<file path="src/rtl/id_ex_stage.sv">
// ID/EX pipeline register for the 5-stage MIPS pipeline, with load-use and
// branch-operand hazard detection and a saturating stall-cycle counter.
module id_ex_stage #(
  parameter int CNT_W = 16
) (
  input  logic             clk,
  input  logic             rst_n,
  input  logic [31:0]      id_instru,
  input  logic [31:0]      id_pc4,
  input  logic [31:0]      id_rdata1,
  input  logic [31:0]      id_rdata2,
  input  logic [31:0]      id_imm,
  input  logic [7:0]       id_ctrl,
  input  logic             id_branch,
  input  logic             id_flush,
  input  logic             mem_MemRead,
  input  logic [4:0]       mem_wReg,
  output logic [31:0]      ex_instru,
  output logic [31:0]      ex_pc4,
  output logic [31:0]      ex_rdata1,
  output logic [31:0]      ex_rdata2,
  output logic [31:0]      ex_imm,
  output logic [7:0]       ex_ctrl,
  output logic [4:0]       ex_wReg,
  output logic             c_pc_write,
  output logic             c_ifid_write,
  output logic             stall,
  output logic [CNT_W-1:0] stall_cnt
);

  logic [4:0] rs;
  logic [4:0] rt;
  logic [4:0] rd;
  logic       m_ex;
  logic       m_mem;
  logic       load_use;
  logic       branch_after_alu;
  logic       branch_after_load;
  logic       bubble;
  logic [4:0] wreg_next;

  assign rs = id_instru[25:21];
  assign rt = id_instru[20:16];
  assign rd = id_instru[15:11];

  // $0 is hardwired to zero, so a write to it can never create a dependence.
  assign m_ex  = (ex_wReg != 5'd0)  && ((ex_wReg == rs)  || (ex_wReg == rt));
  assign m_mem = (mem_wReg != 5'd0) && ((mem_wReg == rs) || (mem_wReg == rt));

  assign load_use          = ex_ctrl[5] && m_ex;
  assign branch_after_alu  = id_branch && ex_ctrl[7] && m_ex;
  assign branch_after_load = id_branch && mem_MemRead && m_mem;

  assign stall        = !id_flush && (load_use || branch_after_alu || branch_after_load);
  assign c_pc_write   = !stall;
  assign c_ifid_write = !stall;

  assign bubble    = id_flush || stall;
  assign wreg_next = id_ctrl[2] ? rd : rt;

  always_ff @(posedge clk) begin
    if (!rst_n) begin
      ex_instru <= '0;
      ex_pc4    <= '0;
      ex_rdata1 <= '0;
      ex_rdata2 <= '0;
      ex_imm    <= '0;
      ex_ctrl   <= '0;
      ex_wReg   <= '0;
    end else if (bubble) begin
      ex_instru <= '0;
      ex_pc4    <= '0;
      ex_rdata1 <= '0;
      ex_rdata2 <= '0;
      ex_imm    <= '0;
      ex_ctrl   <= '0;
      ex_wReg   <= '0;
    end else begin
      ex_instru <= id_instru;
      ex_pc4    <= id_pc4;
      ex_rdata1 <= id_rdata1;
      ex_rdata2 <= id_rdata2;
      ex_imm    <= id_imm;
      ex_ctrl   <= id_ctrl;
      ex_wReg   <= wreg_next;
    end
  end

  // Counter saturates at all-ones rather than wrapping.
  always_ff @(posedge clk) begin
    if (!rst_n) begin
      stall_cnt <= '0;
    end else if (stall && (stall_cnt != {CNT_W{1'b1}})) begin
      stall_cnt <= stall_cnt + 1'b1;
    end
  end

endmodule

</file>
<file path="config.mk">
export PLATFORM = sky130hd
export DESIGN_NAME = id_ex_stage
export DESIGN_NICKNAME = d
export VERILOG_FILES = /design/src/rtl/id_ex_stage.sv
export SDC_FILE = /design/constraint.sdc
export NUM_CORES = 1
export LEC_CHECK = 0
export CORE_AREA = 2 2 144 146
export CTS_BUF_LIST = sky130_fd_sc_hd__clkbuf_4 sky130_fd_sc_hd__clkbuf_8
export DETAILED_ROUTE_END_ITERATION = 10
export DIE_AREA = 0 0 146 148
export PLACE_DENSITY = 0.69
export SLEW_MARGIN = 10
export SYNTH_ARGS = -nofsm -noshare
export SYNTH_HDL_FRONTEND = slang
export SYNTH_SLANG_ARGS = --single-unit
export TNS_END_PERCENT = 10
</file>
<file path="constraint.sdc">
create_clock -name clk -period 5.7 [get_ports clk]
set_input_delay 0.57 -clock clk [delete_from_list [all_inputs] [get_ports clk]]
set_output_delay 0.57 -clock clk [all_outputs]
set_load 0.005 [all_outputs]
</file>
==> results of run 1 <==
## layout by cell type, fill, tap and decap left out, types with 2 or more instances in the layout
cell type,netlist,routed
inv_6,0,5
nand3_1,7,7
o31ai_1,7,7
or3_1,2,2
inv_8,0,2
buf_4,5,2
o21a_1,2,2
nor3_1,2,2
xnor2_1,20,20
diode_2,0,2
or4_1,7,7
inv_1,4,4
a21oi_1,11,11
nand2b_1,5,5
mux2i_1,9,9
o31a_1,2,2
clkbuf_8,0,18
o22ai_1,2,2
and2_1,168,168
nor4_1,10,10
nor2_1,3,3
dfxtp_1,189,189
nand2_1,15,15
nor2b_1,2,2
nand4_1,5,5
clkinv_8,0,4
clkdlybuf4s50_1,0,369
## kinds of logic (layout without fill, tap and decap cells)
| family | after synthesis | count (layout) | share of synthesized area |
|---|---|---|---|
| buf+inv | 31 | 408 | 0.0284 |
| flops | 189 | 189 | 0.647 |
| compound gates | 31 | 31 | 0.0368 |
| xor+xnor | 20 | 20 | 0.0299 |
| simple gates | 230 | 230 | 0.241 |
| fa+ha+maj | 1 | 1 | 0.00214 |
| mux | 9 | 9 | 0.0154 |
| other cells | 0 | 2 | 0 |
## through the flow
stage	cells	total power [uW]	setup slack [ns]	hold WS, ns
2_1_floorplan	511	1500	3.17	0.467
3_3_place_gp	1126	1740	2.18	0.474
3_5_place_dp	1126	1740	2.17	0.478
4_1_cts	1158	2690	2.17	0.499
5_1_grt	1160	2770	2.02	0.545
6_report	1160	2640	2.18	0.494
## worst max path at each step
| stage | to | from | slack [ns] | cells after the start |
|---|---|---|---|---|
| 6_report | c_pc_write | mem_wReg[0] | 2.18 | 7 |
| 3_3_place_gp | c_pc_write | mem_wReg[0] | 2.18 | 7 |
| 3_5_place_dp | c_pc_write | mem_wReg[0] | 2.17 | 7 |
| 5_1_grt | stall | mem_wReg[0] | 2.02 | 8 |
| 2_1_floorplan | c_pc_write | mem_wReg[0] | 3.17 | 7 |
| 4_1_cts | c_pc_write | mem_wReg[0] | 2.17 | 7 |
## power by group through the flow
stage,logic (uW),clock network [uW],registers [uW]
6_report,321,931,1390
3_5_place_dp,325,0,1420
5_1_grt,346,1030,1390
4_1_cts,327,972,1390
2_1_floorplan,72.6,0,1430
3_3_place_gp,323,0,1420
## metal layers
layer	up-vias	part of all wire	global-route usage
li1	2383	-	-
met1	2148	0.38	0.175
met2	197	0.51	0.291
met3	23	0.089	0.0704
met4	0	0.025	0.0680
met5	-	0	0
## state kept, by name, summed over array words and instances, names as in the netlist
name and count:
ex_ctrl 8, ex_imm 32, ex_instru 32, ex_pc4 32
ex_rdata1 32, ex_rdata2 32, ex_wReg 5, stall_cnt 16
## layout make-up
cell class | instances | area share
Multi-Input combinational cell | 291 | 0.186
Clock buffer | 18 | 0.0243
Inverter | 4 | 0.00147
Timing Repair Buffer | 372 | 0.365
Antenna cell | 2 | 0.000490
Tap cell | 270 | 0.0331
Sequential cell | 189 | 0.371
Clock inverter | 14 | 0.0183
## worst max-delay path, stage by stage
cell	delay, ns
clkdlybuf4s50_1	0.48
or3_1	0.39
o311a_1	0.31
nor2b_1	0.14
a22oi_1	0.19
buf_4	0.30
clkdlybuf4s50_1	0.56
==> summary.md, run 1 <==
| Metric | Value |
|---|---|
| HPWL Detailed | `14.2 mm` |
| Psw | `647 uW` |
| Post-CTS Resized | `0` |
| Static leakage | `0.00383 uW` |
| Hold EP | `stall_cnt[6]$_SDFFE_PN0P_` |
| RSZ-0062 raised after global routing | `no` |
| Seq cells post-synth | `189` |
| Seq/Total Area, Yosys | `0.647` |
| Vias in the first global route | `4,646` |
| Largest net degree at the start of global routing | `146` |
| Share of the synthesized area in the top cell type | `0.647` |
| Clock share of power | `0.353` |
| Hold Path Depth | `2` |
| GR Overflow Total | `0` |
| Syn nets | `690` |
| Status | `finished, final reports clean` |
| Hold Vio Cnt, Final | `0` |
| CP required | `5.13 ns` |
| Cell area after layout | `0.0102 mm2` |
| Area after DPL | `0.00977 mm2` |
| Post-CTS Setup Inserts | `0` |
| IO Pins | `370` |
| Die X-Extent | `146 um` |
| # Max-Cap Violations | `0` |
| Initial drt markers | `164` |
| Post-Route WL | `18.1 mm` |
| WL/cell | `15.6 um` |
| Maximum vdd drop | `198 uV` |
| Synthesized area per cell | `11.4 um2` |
| Setup_tns | `0 ns` |
| Starting density of the core | `0.292` |
| Relative slew slack | `0.270` |
| CTS Root Cell | `clkbuf_8` |
| Crit Path Category | `input port to output port` |
| Synth top area cells | `dfxtp_1, and2_1, xnor2_1` |
| Most frequent cell after synthesis | `dfxtp_1` |
| FP Rows | `52` |
| Final Util | `0.509` |
| CTS max path bufs | `2` |
| Least-Margin Pin Slew | `1.09 ns` |
| Power Density | `259 mW/mm2` |
| Core Area | `0.0200 mm2` |
| Netlist cell types | `38` |
| Setup Viol. Count Final | `0` |
| Post-Syn Instances | `511` |
| FF+latch area | `0.00378 mm2` |
| Area Growth Syn to Fin | `74.4%` |
| Critical path arrival | `2.95 ns` |
| Critical R2R Launch | `stall_cnt[3]$_SDFFE_PN0P_` |
| Sw Ratio | `0.245` |
| Synthesized area | `0.00585 mm2` |
| GP Congestion | `0.844` |
| R2r endpoint | `stall_cnt[11]$_SDFFE_PN0P_` |
| Period utilisation layout | `0.618` |
| H-tree depth | `4` |
| Pre-Repair DR Iteration Count | `4` |
| Fin. max-slew vios | `0` |
| Ys async rst share | `0` |
| Ys Warns | `0` |
| Nets | `1,054` |
| Synth top cells by count | `dfxtp_1, and2_1, xnor2_1` |
| Hold Path Class | `flop to flop` |
| Clk sink count | `189` |
| Port bufs | `369` |
| CTS buffer count | `17` |
| Multi-input gate area | `0.00190 mm2` |
| First-pass GRT wire length | `27.0 mm` |
| Initial antenna violation count | `2` |
| Chip height | `148 um` |
| Internal power | `1990 uW` |
| Via count | `4,751` |
| CP startpoint kind | `input port` |
| Routed Antenna Nets | `0` |
| R2R Setup Slk | `3.17 ns` |
| CTS tree | `built` |
| Post-synth EDFFs | `0` |
| DRC | `0` |
| CP endpoint kind | `output port` |
| Share of cells above drive strength 1 | `0.0417` |
| F_max | `284 MHz` |
| Leading area contributor after synthesis | `dfxtp_1` |
| Hold path start | `stall_cnt[6]$_SDFFE_PN0P_` |
| Worst-skew pair later-pin latency | `0.45 ns` |
| Logic pwr share | `0.122` |
| Skew final | `0.0193 ns` |
| Total track usage | `0.166` |
| Ys flop type | `dfxtp_1` |
| R2R depth | `6` |
| Worst-path maximum fanout | `30` |
| Clock-pin slew on the worst setup and hold paths | `0.11 ns` |
| Power share of the sequential group | `0.526` |
| Min cycle time layout | `3.52 ns` |
| DIE AREA | `0.0216 mm2` |
| # fillers | `1,862` |
| Vias per cell | `4.10` |
| Cts hold-fix bufs | `0` |
(Power assumes the default switching activity.)
==> inputs of run 2 (changes only) <==
- CORE_AREA: 2 2 144 146 -> 2 2 143 145
- DIE_AREA: 0 0 146 148 -> 0 0 145 147
- PLACE_DENSITY: 0.69 -> 0.73
- clock period: 5.7 -> 2.85 ns (I/O delays scaled with it)
==> summary.md, run 2 (synthesized netlist as in run 1, its figures left out) <==
| Metric | Value |
|---|---|
| Clock-pin slew on the worst setup and hold paths | `0.11 ns` |
| Relative slew slack | `0.751` |
| DIE AREA | `0.0213 mm2` |
| Setup ws final | `0.117 ns` |
| Most frequent cells in the layout | `clkdlybuf4s50_1, dfxtp_1, and2_1, xnor2_1, clkbuf_8` |
| CTS max path bufs | `2` |
| Initial drt markers | `92` |
| Starting density of the core | `0.295` |
| Vias in the first global route | `4,614` |
| HPWL Detailed | `14.2 mm` |
| Setup_tns | `0 ns` |
| IO Pins | `370` |
| Least-Margin Pin Slew | `0.373 ns` |
| R2r endpoint | `stall_cnt[13]$_SDFFE_PN0P_` |
| Setup Viol. Count Final | `0` |
| Chip height | `147 um` |
| CP startpoint kind | `input port` |
| Period utilisation layout | `0.959` |
| Largest net degree at the start of global routing | `85` |
| Power share of the sequential group | `0.537` |
| H-tree depth | `4` |
| DP Cell Count | `1,134` |
| F_max | `366 MHz` |
| Routed Antenna Nets | `0` |
| Commonest non-fill, non-tap cell in the layout | `clkdlybuf4s50_1` |
| WL/cell | `15.4 um` |
| Vias per cell | `4.09` |
| FP Rows | `52` |
| Post-Route WL | `17.9 mm` |
| Worst-skew pair later-pin latency | `0.46 ns` |
| Cell area after layout | `0.0102 mm2` |
| Critical R2R Launch | `ex_wReg[2]$_SDFF_PP0_` |
| Initial antenna violation count | `2` |
| Status | `finished, final reports clean` |
| Sw Ratio | `0.248` |
| Hold Vio Cnt, Final | `0` |
| CTS Root Cell | `clkbuf_8` |
| Pre-CTS setup slack | `0.0576 ns` |
| Pre-Repair DR Iteration Count | `4` |
| Multi-input gate area | `0.00191 mm2` |
| Hold Path Class | `input port to flop` |
| Fin. max-slew vios | `0` |
| First-pass GRT wire length | `26.8 mm` |
| DRC | `0` |
| Skew final | `0.0156 ns` |
| Maximum vdd drop | `252 uV` |
| Total track usage | `0.167` |
| Port bufs | `369` |
| Area Growth Syn to Fin | `75.1%` |
| Area after DPL | `0.00984 mm2` |
| Die X-Extent | `145 um` |
| R2R depth | `8` |
| CTS buffer count | `17` |
| Nets | `1,062` |
| # fillers | `1,790` |
| Post-CTS Setup Inserts | `0` |
| CP required | `2.57 ns` |
| RSZ-0062 raised after global routing | `no` |
| Critical path launch point | `mem_wReg[1]` |
| Clock share of power | `0.337` |
| Static leakage | `0.00386 uW` |
| GP Congestion | `0.819` |
| WHS | `0.371 ns` |
| R2R Setup Slk | `0.65 ns` |
| Min cycle time layout | `2.73 ns` |
| Critical path arrival | `2.45 ns` |
| CP endpoint kind | `output port` |
| FF+latch area | `0.00378 mm2` |
| Core Area | `0.0198 mm2` |
| Clk sink count | `189` |
| Via count | `4,777` |
| GR Overflow Total | `0` |
| Power Density | `505 mW/mm2` |
| Internal power | `3890 uW` |
| Psw | `1280 uW` |
| Critical Path End | `c_pc_write` |
| # Max-Cap Violations | `0` |
| Finished Layout Cells | `1,167` |
| Share of cells above drive strength 1 | `0.0503` |
| Logic pwr share | `0.126` |
| CTS tree | `built` |
| Worst-path maximum fanout | `4` |
| Crit Path Category | `input port to output port` |
-- run 2: what timing repair did --
item,4_1_cts,5_1_grt
resized for setup,0,1
endpoints found under the setup margin,0,3
hold buffers,0,0
-- run 2: power by group through the flow --
| stage | clock, uW | sequential (uW) | combinational (uW) |
|---|---|---|---|
| after global placement | 0 | 2830 | 653 |
| after detailed placement | 0 | 2840 | 660 |
| after CTS | 1830 | 2780 | 662 |
| after floorplan | 0 | 2850 | 145 |
| after global routing | 1930 | 2790 | 701 |
| final | 1740 | 2780 | 652 |
-- run 2: metrics by stage --
stage | util | power, uW
floorplan | - | 3000
global placement | 0.496 | 3490
detailed placement | 0.496 | 3500
CTS | 0.516 | 5270
global route | 0.516 | 5420
finish | 0.516 | 5170
-- run 2: critical path, stage by stage --
cell and delay [ns]:
clkdlybuf4s50_1 0.45, or3_1 0.37, o311a_1 0.33, nor2b_1 0.15
a22oi_2 0.22, buf_4 0.16, clkdlybuf4s50_1 0.49
-- run 2: layer usage --
metal / up-vias / wire, um / track usage
met5: - / 0 / 0
met4: 0 / 350 / 0.0629
met2: 188 / 9190 / 0.291
met3: 19 / 1430 / 0.0686
met1: 2179 / 6960 / 0.182
li1: 2391 / - / -
-- run 2: how the worst min path moves through the flow --
stage | from | endpoint | slack, ns | depth (start not counted)
after floorplan | id_flush | ex_wReg[0]$_SDFF_PP0_ | 0.36 | 1
after global placement | stall_cnt[6]$_SDFFE_PN0P_ | stall_cnt[6]$_SDFFE_PN0P_ | 0.47 | 2
after detailed placement | stall_cnt[10]$_SDFFE_PN0P_ | stall_cnt[10]$_SDFFE_PN0P_ | 0.50 | 2
after CTS | id_pc4[9] | ex_pc4[9]$_SDFF_PP0_ | 0.32 | 2
after global routing | id_instru[5] | ex_instru[5]$_SDFF_PP0_ | 0.32 | 2
final | id_rdata1[29] | ex_rdata1[29]$_SDFF_PP0_ | 0.37 | 2
-- run 2: cell type report --
class                      instances  area share
antenna                            2    0.000489
clock buffer                      18      0.0242
clock inverter                    13      0.0145
inverter                           4     0.00147
multi-input combinational        291       0.186
sequential                       189       0.369
tap                              270      0.0330
timing repair buffer             380       0.371
==> inputs of run 3 (changes only) <==
- PLACE_DENSITY: 0.73 -> 0.77
- clock period: 2.85 -> 2.82 ns (I/O delays scaled with it)
==> summary.md, run 3 (synthesized netlist as in run 1, its figures left out) <==
| Metric | Value |
|---|---|
| Critical path arrival | `2.47 ns` |
| Nets | `1,064` |
| DRC | `0` |
| CTS buffer count | `17` |
| Initial drt markers | `103` |
| # Max-Cap Violations | `0` |
| CTS tree | `built` |
| Total track usage | `0.174` |
| First-pass GRT wire length | `28.0 mm` |
| Chip height | `147 um` |
| Setup ws final | `0.0685 ns` |
| Period utilisation layout | `0.976` |
| Port bufs | `369` |
| Commonest non-fill, non-tap cell in the layout | `clkdlybuf4s50_1` |
| Hold Vio Cnt, Final | `0` |
| Most frequent cells in the layout | `clkdlybuf4s50_1, dfxtp_1, and2_1, xnor2_1, clkbuf_8` |
| Area Growth Syn to Fin | `75.8%` |
| Starting density of the core | `0.295` |
| Status | `finished, final reports clean` |
| GR Overflow Total | `0` |
| Met3 Use GR | `0.0696` |
| Final Util | `0.518` |
| Die X-Extent | `145 um` |
| Clock-pin slew on the worst setup and hold paths | `0.12 ns` |
| Worst-path maximum fanout | `3` |
| GR peak layer | `met2` |
| CP endpoint kind | `output port` |
| Pre-Repair DR Iteration Count | `4` |
| DP Cell Count | `1,136` |
| Maximum vdd drop | `231 uV` |
| DIE AREA | `0.0213 mm2` |
| Fin. max-slew vios | `0` |
| Worst-skew pair later-pin latency | `0.45 ns` |
| Routing usage on met1 | `0.183` |
| Met2 GRT Util | `0.312` |
| Pre-CTS setup slack | `-0.0493 ns` |
| Power Density | `509 mW/mm2` |
| Share of cells above drive strength 1 | `0.0546` |
| CP required | `2.54 ns` |
| Vias in the first global route | `4,831` |
| Post-CTS Setup Inserts | `0` |
| Hold Path Class | `input port to flop` |
| GP Congestion | `0.858` |
| Final Total Pwr | `5230 uW` |
| Vias per cell | `4.08` |
| CTS max path bufs | `2` |
| IO Pins | `370` |
| Initial antenna violation count | `3` |
| RSZ-0062 raised after global routing | `no` |
| Setup Viol. Count Final | `0` |
| Routed Antenna Nets | `0` |
| H-tree depth | `4` |
| Via count | `4,779` |
| Least-Margin Pin Slew | `0.474 ns` |
| Relative slew slack | `0.682` |
| WL/cell | `15.9 um` |
| Crit Path Category | `input port to output port` |
| Finished Layout Cells | `1,171` |
| F_max | `363 MHz` |
| Min cycle time layout | `2.75 ns` |
| Core Area | `0.0198 mm2` |
| CTS Root Cell | `clkbuf_8` |
| FP Rows | `52` |
| CP startpoint kind | `input port` |
| Clk sink count | `189` |
| Static leakage | `0.00388 uW` |
| Post-Route WL | `18.7 mm` |
| HPWL Detailed | `15.0 mm` |
| Largest net degree at the start of global routing | `41` |
| Cts hold-fix bufs | `0` |
| Skew final | `0.0170 ns` |
==> run 3: cell types whose count changed in the layout (fill, tap and decap cells not counted), moves of 2 or more <==
| cell | delta |
|---|---|
| clkinv_8 | -3 |
| inv_6 | -2 |
| buf_12 | +2 |
| inv_8 | +3 |
==> run 3: power by group <==
group | switching, uW | total (uW) | leakage [uW] | internal, uW
registers | 31.9 | 2810 | 0.00155 | 2770
logic | 192 | 669 | 0.00213 | 477
clock network | 1080 | 1760 | 0.000201 | 679
==> run 3: layout make-up <==
| cell class | count | area, um2 |
|---|---|---|
| Tap cell | 270 | 338 |
| Clock inverter | 14 | 146 |
| Inverter | 4 | 15.0 |
| Sequential cell | 189 | 3780 |
| Multi-Input combinational cell | 291 | 1910 |
| Fill cell | 1761 | 9560 |
| Timing Repair Buffer | 382 | 3840 |
| Antenna cell | 3 | 7.51 |
| Clock buffer | 18 | 241 |
==> run 3: through the flow <==
step / hold slack (ns) / TNS [ns] / cell area, um2
6_report: 0.372 / 0 / 10300
5_1_grt: 0.326 / 0 / 10300
4_1_cts: 0.331 / 0 / 10300
3_5_place_dp: 0.492 / -0.0846 / 9880
3_3_place_gp: 0.472 / -0.0356 / 9880
2_1_floorplan: 0.361 / 0 / 5850
==> run 3: path summary, 6_finish.rpt <==
path | from | to | slack (ns) | cells past startpoint
max reg2reg | ex_wReg[4]$_SDFF_PP0_ | stall_cnt[4]$_SDFFE_PN0P_ | 0.63 | 8
max | mem_wReg[0] | c_pc_write | 0.07 | 7
min | id_rdata1[4] | ex_rdata1[4]$_SDFF_PP0_ | 0.37 | 2
min reg2reg | stall_cnt[6]$_SDFFE_PN0P_ | stall_cnt[6]$_SDFFE_PN0P_ | 0.51 | 2
==> run 3: metal layers <==
layer	routed length, um	vias up
li1	-	2403
met5	0	-
met4	287	0
met3	1550	16
met1	6960	2165
met2	9860	195
==> run 3: worst max-delay path, cell delays in order <==
cell,delay (ns)
clkdlybuf4s50_1,0.42
or3_1,0.38
o311a_1,0.32
nor2b_1,0.15
a22oi_2,0.24
buf_4,0.17
clkdlybuf4s50_1,0.50
==> run 3: repair_timing <==
action                     CTS  global route
gates resized for setup      1             0
pin swaps                    0             1
setup endpoints to repair    2             2
